===== config.mk =====
export PLATFORM = sky130hd
export DESIGN_NAME = ysyx_25010008_fetch_ctrl
export DESIGN_NICKNAME = d
export VERILOG_FILES = /design/src/rtl/ysyx_25010008_fetch_ctrl.sv
export SDC_FILE = /design/constraint.sdc
export NUM_CORES = 1
export LEC_CHECK = 0
export BUFFER_PORTS_ARGS = -buffer_cell sky130_fd_sc_hd__buf_2
export CAP_MARGIN = 0
export CORE_MARGIN = 1.5
export CORE_UTILIZATION = 40
export CTS_CLUSTER_DIAMETER = 50
export DETAILED_ROUTE_END_ITERATION = 10
export GPL_TIMING_DRIVEN = 1
export MAX_ROUTING_LAYER = met4
export SKIP_LAST_GASP = 1
export SYNTH_ARGS = -nofsm -noshare
export SYNTH_HDL_FRONTEND = slang
export SYNTH_SLANG_ARGS = --single-unit

===== constraint.sdc =====
create_clock -name clock -period 5.9 [get_ports clock]
set_clock_uncertainty 0.2 [all_clocks]
set_input_delay 1.18 -clock clock [delete_from_list [all_inputs] [get_ports clock]]
set_output_delay 1.18 -clock clock [all_outputs]
set_load 0.03 [all_outputs]

===== src/rtl/ysyx_25010008_fetch_ctrl.sv =====
// Fetch controller: owns the fetch PC, issues one-outstanding imem requests, queues {pc, inst} for decode.
// Optional `YSYX_25010008_FETCH_BYPASS_EN: an empty-queue response reaches decode in its arrival cycle.
module ysyx_25010008_fetch_ctrl #(
    parameter logic [31:0] RESET_PC = 32'h8000_0000
) (
    input  logic        clock,
    input  logic        reset,
    output logic        imem_req_valid,
    input  logic        imem_req_ready,
    output logic [31:0] imem_req_addr,
    input  logic        imem_rsp_valid,
    input  logic [31:0] imem_rsp_data,
    output logic        fetch_valid,
    input  logic        fetch_ready,
    output logic [31:0] fetch_pc,
    output logic [31:0] fetch_inst,
    input  logic        exu_redirect,
    input  logic [31:0] exu_npc,
    output logic        clear_pipeline
);

    typedef enum logic [1:0] {
        IDLE = 2'd0,
        REQ  = 2'd1,
        WAIT = 2'd2
    } state_e;

    typedef struct packed {
        logic [31:0] pc;
        logic [31:0] inst;
    } entry_t;

    localparam int unsigned DEPTH = 2;

    state_e      state_q, state_d;
    logic [31:0] pc_q, pc_d;
    logic [31:0] req_addr_q, req_addr_d;
    logic [31:0] req_pc_q, req_pc_d;
    logic        discard_q, discard_d;
    logic        req_valid_q;
    logic        head_q, head_d;
    logic [1:0]  count_q, count_d;
    entry_t      fifo_q [DEPTH];
    entry_t      fifo_d [DEPTH];

    logic        rsp_take;
    logic        bypass_hit;
    logic        push;
    logic        pop;
    logic        wr_idx;
    logic [31:0] redirect_pc;

    assign clear_pipeline = exu_redirect;
    assign redirect_pc    = {exu_npc[31:2], 2'b00};
    assign imem_req_valid = req_valid_q;
    assign imem_req_addr  = req_addr_q;

    // A response is kept only if it belongs to the current PC stream.
    assign rsp_take = (state_q == WAIT) && imem_rsp_valid && !discard_q && !exu_redirect;

`ifdef YSYX_25010008_FETCH_BYPASS_EN
    assign bypass_hit  = rsp_take && (count_q == 2'd0);
    assign push        = rsp_take && !(bypass_hit && fetch_ready);
    assign fetch_valid = (count_q != 2'd0) || bypass_hit;
    assign fetch_pc    = bypass_hit ? req_pc_q : fifo_q[head_q].pc;
    assign fetch_inst  = bypass_hit ? imem_rsp_data : fifo_q[head_q].inst;
`else
    assign bypass_hit  = 1'b0;
    assign push        = rsp_take;
    assign fetch_valid = (count_q != 2'd0);
    assign fetch_pc    = fifo_q[head_q].pc;
    assign fetch_inst  = fifo_q[head_q].inst;
`endif

    assign pop    = fetch_ready && (count_q != 2'd0) && !exu_redirect;
    assign wr_idx = head_q ^ count_q[0];

    always_comb begin
        // NOTE: every always_comb output gets a default first so no path can infer a latch.
        fifo_d  = fifo_q;
        head_d  = head_q;
        count_d = count_q;
        if (exu_redirect) begin
            count_d = 2'd0;
        end else begin
            if (push) begin
                fifo_d[wr_idx] = '{pc: req_pc_q, inst: imem_rsp_data};
            end
            if (pop) begin
                head_d = ~head_q;
            end
            count_d = count_q + {1'b0, push} - {1'b0, pop};
        end
    end

    always_comb begin
        state_d    = state_q;
        pc_d       = pc_q;
        req_addr_d = req_addr_q;
        req_pc_d   = req_pc_q;
        discard_d  = discard_q;

        unique case (state_q)
            IDLE: begin
                if (exu_redirect || (count_q < 2'd2)) begin
                    state_d = REQ;
                end
            end
            REQ: begin
                // discard_q set here means a redirect arrived while the request was held.
                if (exu_redirect) begin
                    discard_d = 1'b1;
                end
                if (imem_req_ready) begin
                    req_pc_d = req_addr_q;
                    state_d  = WAIT;
                    if (!discard_q) begin
                        pc_d = pc_q + 32'd4;
                    end
                end
            end
            WAIT: begin
                if (imem_rsp_valid) begin
                    discard_d = 1'b0;
                    state_d   = (count_d < 2'd2) ? REQ : IDLE;
                end else if (exu_redirect) begin
                    discard_d = 1'b1;
                end
            end
            default: begin
                state_d = IDLE;
            end
        endcase

        if (exu_redirect) begin
            pc_d = redirect_pc;
        end

        // The request address is frozen on entry to REQ so a held request never changes.
        if ((state_d == REQ) && (state_q != REQ)) begin
            req_addr_d = pc_d;
        end
    end

    always_ff @(posedge clock or negedge reset) begin
        if (!reset) begin
            state_q     <= IDLE;
            pc_q        <= RESET_PC;
            req_addr_q  <= RESET_PC;
            req_pc_q    <= '0;
            discard_q   <= 1'b0;
            req_valid_q <= 1'b0;
            head_q      <= 1'b0;
            count_q     <= 2'd0;
            // NOTE: the queue storage is reset because fetch_pc/fetch_inst read it directly and must be 0 in reset.
            for (int i = 0; i < DEPTH; i++) begin
                fifo_q[i] <= '0;
            end
        end else begin
            // NOTE: sequential state uses non-blocking assignments so every flop samples pre-edge values.
            state_q     <= state_d;
            pc_q        <= pc_d;
            req_addr_q  <= req_addr_d;
            req_pc_q    <= req_pc_d;
            discard_q   <= discard_d;
            req_valid_q <= (state_d == REQ);
            head_q      <= head_d;
            count_q     <= count_d;
            fifo_q      <= fifo_d;
        end
    end

    a_req_stable : assert property (@(posedge clock) disable iff (!reset)
        (imem_req_valid && !imem_req_ready) |=> (imem_req_valid && $stable(imem_req_addr)));

    a_no_overflow : assert property (@(posedge clock) disable iff (!reset)
        !(push && !pop && (count_q == 2'd2)));

    a_bypass_only_empty : assert property (@(posedge clock) disable iff (!reset)
        bypass_hit |-> (count_q == 2'd0));

endmodule


==> qor.yml <==
grt_usage_pct: 17.7
grt_max_degree: 81
synth-seq-cells: 231
clkSinkCount: 231
layout-drive-gt1-share_pct: 51.6
startpoint_type: "input port"
synthCells: 750
critPathBufInv: 4
ctsRootBufferMaster: "clkbuf_16"
synth_fa_ha_area_share_pct: 0.855
drt_iter0_drc: 313
syn_nets: 827
fin_hold_ws_ns: 0.297
synthMuxAreaShare_pct: 28.1
worst_pin_slew_ns: 1.06
hold_path.class: "register to register"
die_area_um2: 26600
cp_max_fo: 16
placed_area_um2: 11400
critPathSlowestCell: "nor3_1"
end_kind: "register"
worstPathCellList: "buf_2 > nor3_1 > inv_1 > ha_1 > inv_1 > ha_1 > xnor3_1 > o21bai_1 > a31o_2 > nor2_4 > buf_4 > mux2_2"
routedWlPerCell_um: 17.8
fp-row-count: 58
clockBufferDepth: 3
drc: 0
syn_area_um2: 10200
grt_overflow: 0
layout.nets: 989
grt_pass1_vias: 6574
clk_pin_slew_ns: 0.05
insertion_delay_ns: 0.54
arrival_ns: 4.39
cts_buffers: 30
dpl.hpwl_um: 14000
die_h_um: 163
grt_pass1_wl_um: 36100
fp.dieW_um: 163
synthDistinctLibCells: 45
yosysWarnings: 0
postSynthAreaPerCell_um2: 13.7
post_cts_buffers: 0
vias: 6534
place.gp.congestion: 0.760
synth_top_family_by_area: "multiplexers"
slowest_delay_ns: 0.59
cts_tree: "done"
n_fill_cell: 2263
ys_async_sr_fraction_pct: 100
fmax_ghz: 0.240
cts_resized: 0
critPathKind: "input port to register"
period_share_pct: 70.7
postRouteAntennaNets: 0
finalSetupTns_ns: 0
core_um2: 25200
status: "completed"
setup_viol: 0
synth-seq-area-share_pct: 56.5
ctsHoldBuffers: 0
final-seq-area_um2: 5790
rsz0062_at_grt: "no"
drv_cap: 0
routed_via_density: 5.16
synth-edff-count: 0
place.port_buffers: 166
p_leak_nw: 6.12
final_max_slew_viol_count: 0
synth_simple_gate_area_share_pct: 7.13
area_growth_pct: 21.5
start_util_pct: 40.7
dr.pass1.iters: 4
hold_viol: 0
crit_required_ns: 6.12
multiInputGateArea_um2: 4260
power_w: 0.00607
yosys_most_used_dff: "dfrtp_1"
antenna_found_initial: 1
cts_htree_levels: 1
irDropWorstVdd_v: 0.000268
routed_wirelength_um: 22500
critPathTopFamily: "simple AND/OR/NAND/NOR gates"
power_per_cell_area_nw_per_um2: 488
fin_area_um2: 12400
max_slew_margin_pct: 29.4
synth_xor_area_share_pct: 1.25
top_level_ports: 169
layout_min_cycle_time_ns: 4.17
synth_compound_area_share_pct: 3.98
## registers in the layout (all words and copies together) (netlist names)
name,cells
count_q,2
imem_req_valid,1
discard_q,1
head_q,1
pc_q,32
req_pc_q,32
fifo_q,128
imem_req_addr,32
state_q,2
## worst register-to-register path, delay by kind of cell (launching register included)
| kind | cells | cell delay (ns) |
|---|---|---|
| flops | 1 | 0.43 |
| simple gates | 3 | 1.07 |
| compound gates | 2 | 0.39 |
| buf+inv | 4 | 0.59 |
| xor+xnor | 1 | 0.30 |
| mux | 1 | 0.37 |
| fa+ha+maj | 3 | 0.67 |
## worst paths after layout
check                      depth (start not counted)          endpoint    startpoint  slack [ns]
max                                               12  imem_req_addr[6]  exu_redirect        1.73
min                                                1        fifo_q[19]    fifo_q[19]        0.30
max reg2reg                                       14  imem_req_addr[6]    state_q[0]        1.77
min reg2reg                                        1        fifo_q[19]    fifo_q[19]        0.30
max in group asynchronous                          2        fifo_q[97]         reset        3.95
min in group asynchronous                          1        fifo_q[73]         reset        0.41
## Yosys cell counts (3+ instances only)
master    number  area share, %
mux2_2       251             28
a21oi_1        4           0.20
a22oi_1        4           0.29
xnor2_1        6           0.51
nand4_1       13           0.79
buf_4          3           0.22
nand2_1       25           0.92
o31a_1         5           0.43
clkbuf_1      23           0.84
or3_1         10           0.61
mux2_1         4           0.44
or4_1          6           0.44
nand3_1        9           0.44
nor2_1        19           0.70
and3_1         6           0.37
o21ai_0       19           0.93
nor2b_1       12           0.73
and4_1         4           0.34
buf_2         14           0.68
inv_1         10           0.37
a31oi_1       10           0.61
o31ai_1        9           0.66
o211ai_1       4           0.29
and2_1         4           0.24
nand2b_1       5           0.31
ha_1           7           0.86
nor4_1         5           0.31
nor3_1         5           0.24
dfrtp_1      229             56
xor2_1         6           0.51
## report_power, final
group	switching, W	internal, W
logic	0.00104	0.000799
registers	0.000307	0.00202
clock network	0.000677	0.00123
## cells in the final DEF, fill, tap and decap left out, drive strengths merged, types with 4 or more instances in the layout
master,synthesis,routed
bufinv,0,5
nor2,19,19
buf,19,172
clkbuf,23,43
o31ai,9,9
xor2,6,6
or3,10,10
nand2,25,25
clkinv,0,4
dfrtp,229,229
xnor2,6,6
nand3,9,9
mux2,255,255
and4,4,4
nand4,14,14
ha,7,7
a31oi,10,10
nand2b,5,5
o21ai,19,19
nor3,5,5
nor4,5,5
o31a,5,5
o211ai,4,4
a22oi,4,4
a21oi,4,4
and3,7,7
and2,4,4
or4,6,6
inv,10,12
nor2b,12,12
## per-layer routing
metal | vias to the layer above | track usage, % | share of wire (%)
met2 | 155 | 27.0 | 46
li1 | 3061 | - | -
met1 | 3281 | 24.4 | 47
met4 | 0 | 4.17 | 1.9
met5 | - | - | 0
met3 | 37 | 3.30 | 5.2
## logic make-up (layout without fill, tap and decap cells)
logic type | count (synthesis) | after routing
and+or+nand+nor | 130 | 130
muxes | 256 | 256
adders and majority gates | 7 | 7
xor gates and xnor gates | 13 | 13
DFF | 231 | 231
buffers and inverters | 52 | 237
other | 0 | 1
AOI/OAI and AO/OA | 61 | 61
## stage by stage
step,setup slack (ns),std cells,util (%)
4_1_cts,1.71,1265,49.4
2_1_floorplan,1.91,750,-
3_5_place_dp,1.14,1210,45.2
5_1_grt,1.37,1266,49.4
6_report,1.73,1266,49.4
3_3_place_gp,1.18,1210,45.2
## layout make-up
| cell class | instances | share of cell area (%) |
|---|---|---|
| flip-flops and latches | 231 | 46.5 |
| clock inverters | 12 | 1.59 |
| clock buffers | 43 | 6.92 |
| diodes | 1 | 0.0201 |
| repair buffers | 172 | 7.12 |
| multi-input cells | 467 | 34.2 |
| well taps | 330 | 3.32 |
| inverters | 10 | 0.302 |
No activity file was read; power rests on OpenSTA's default activity.
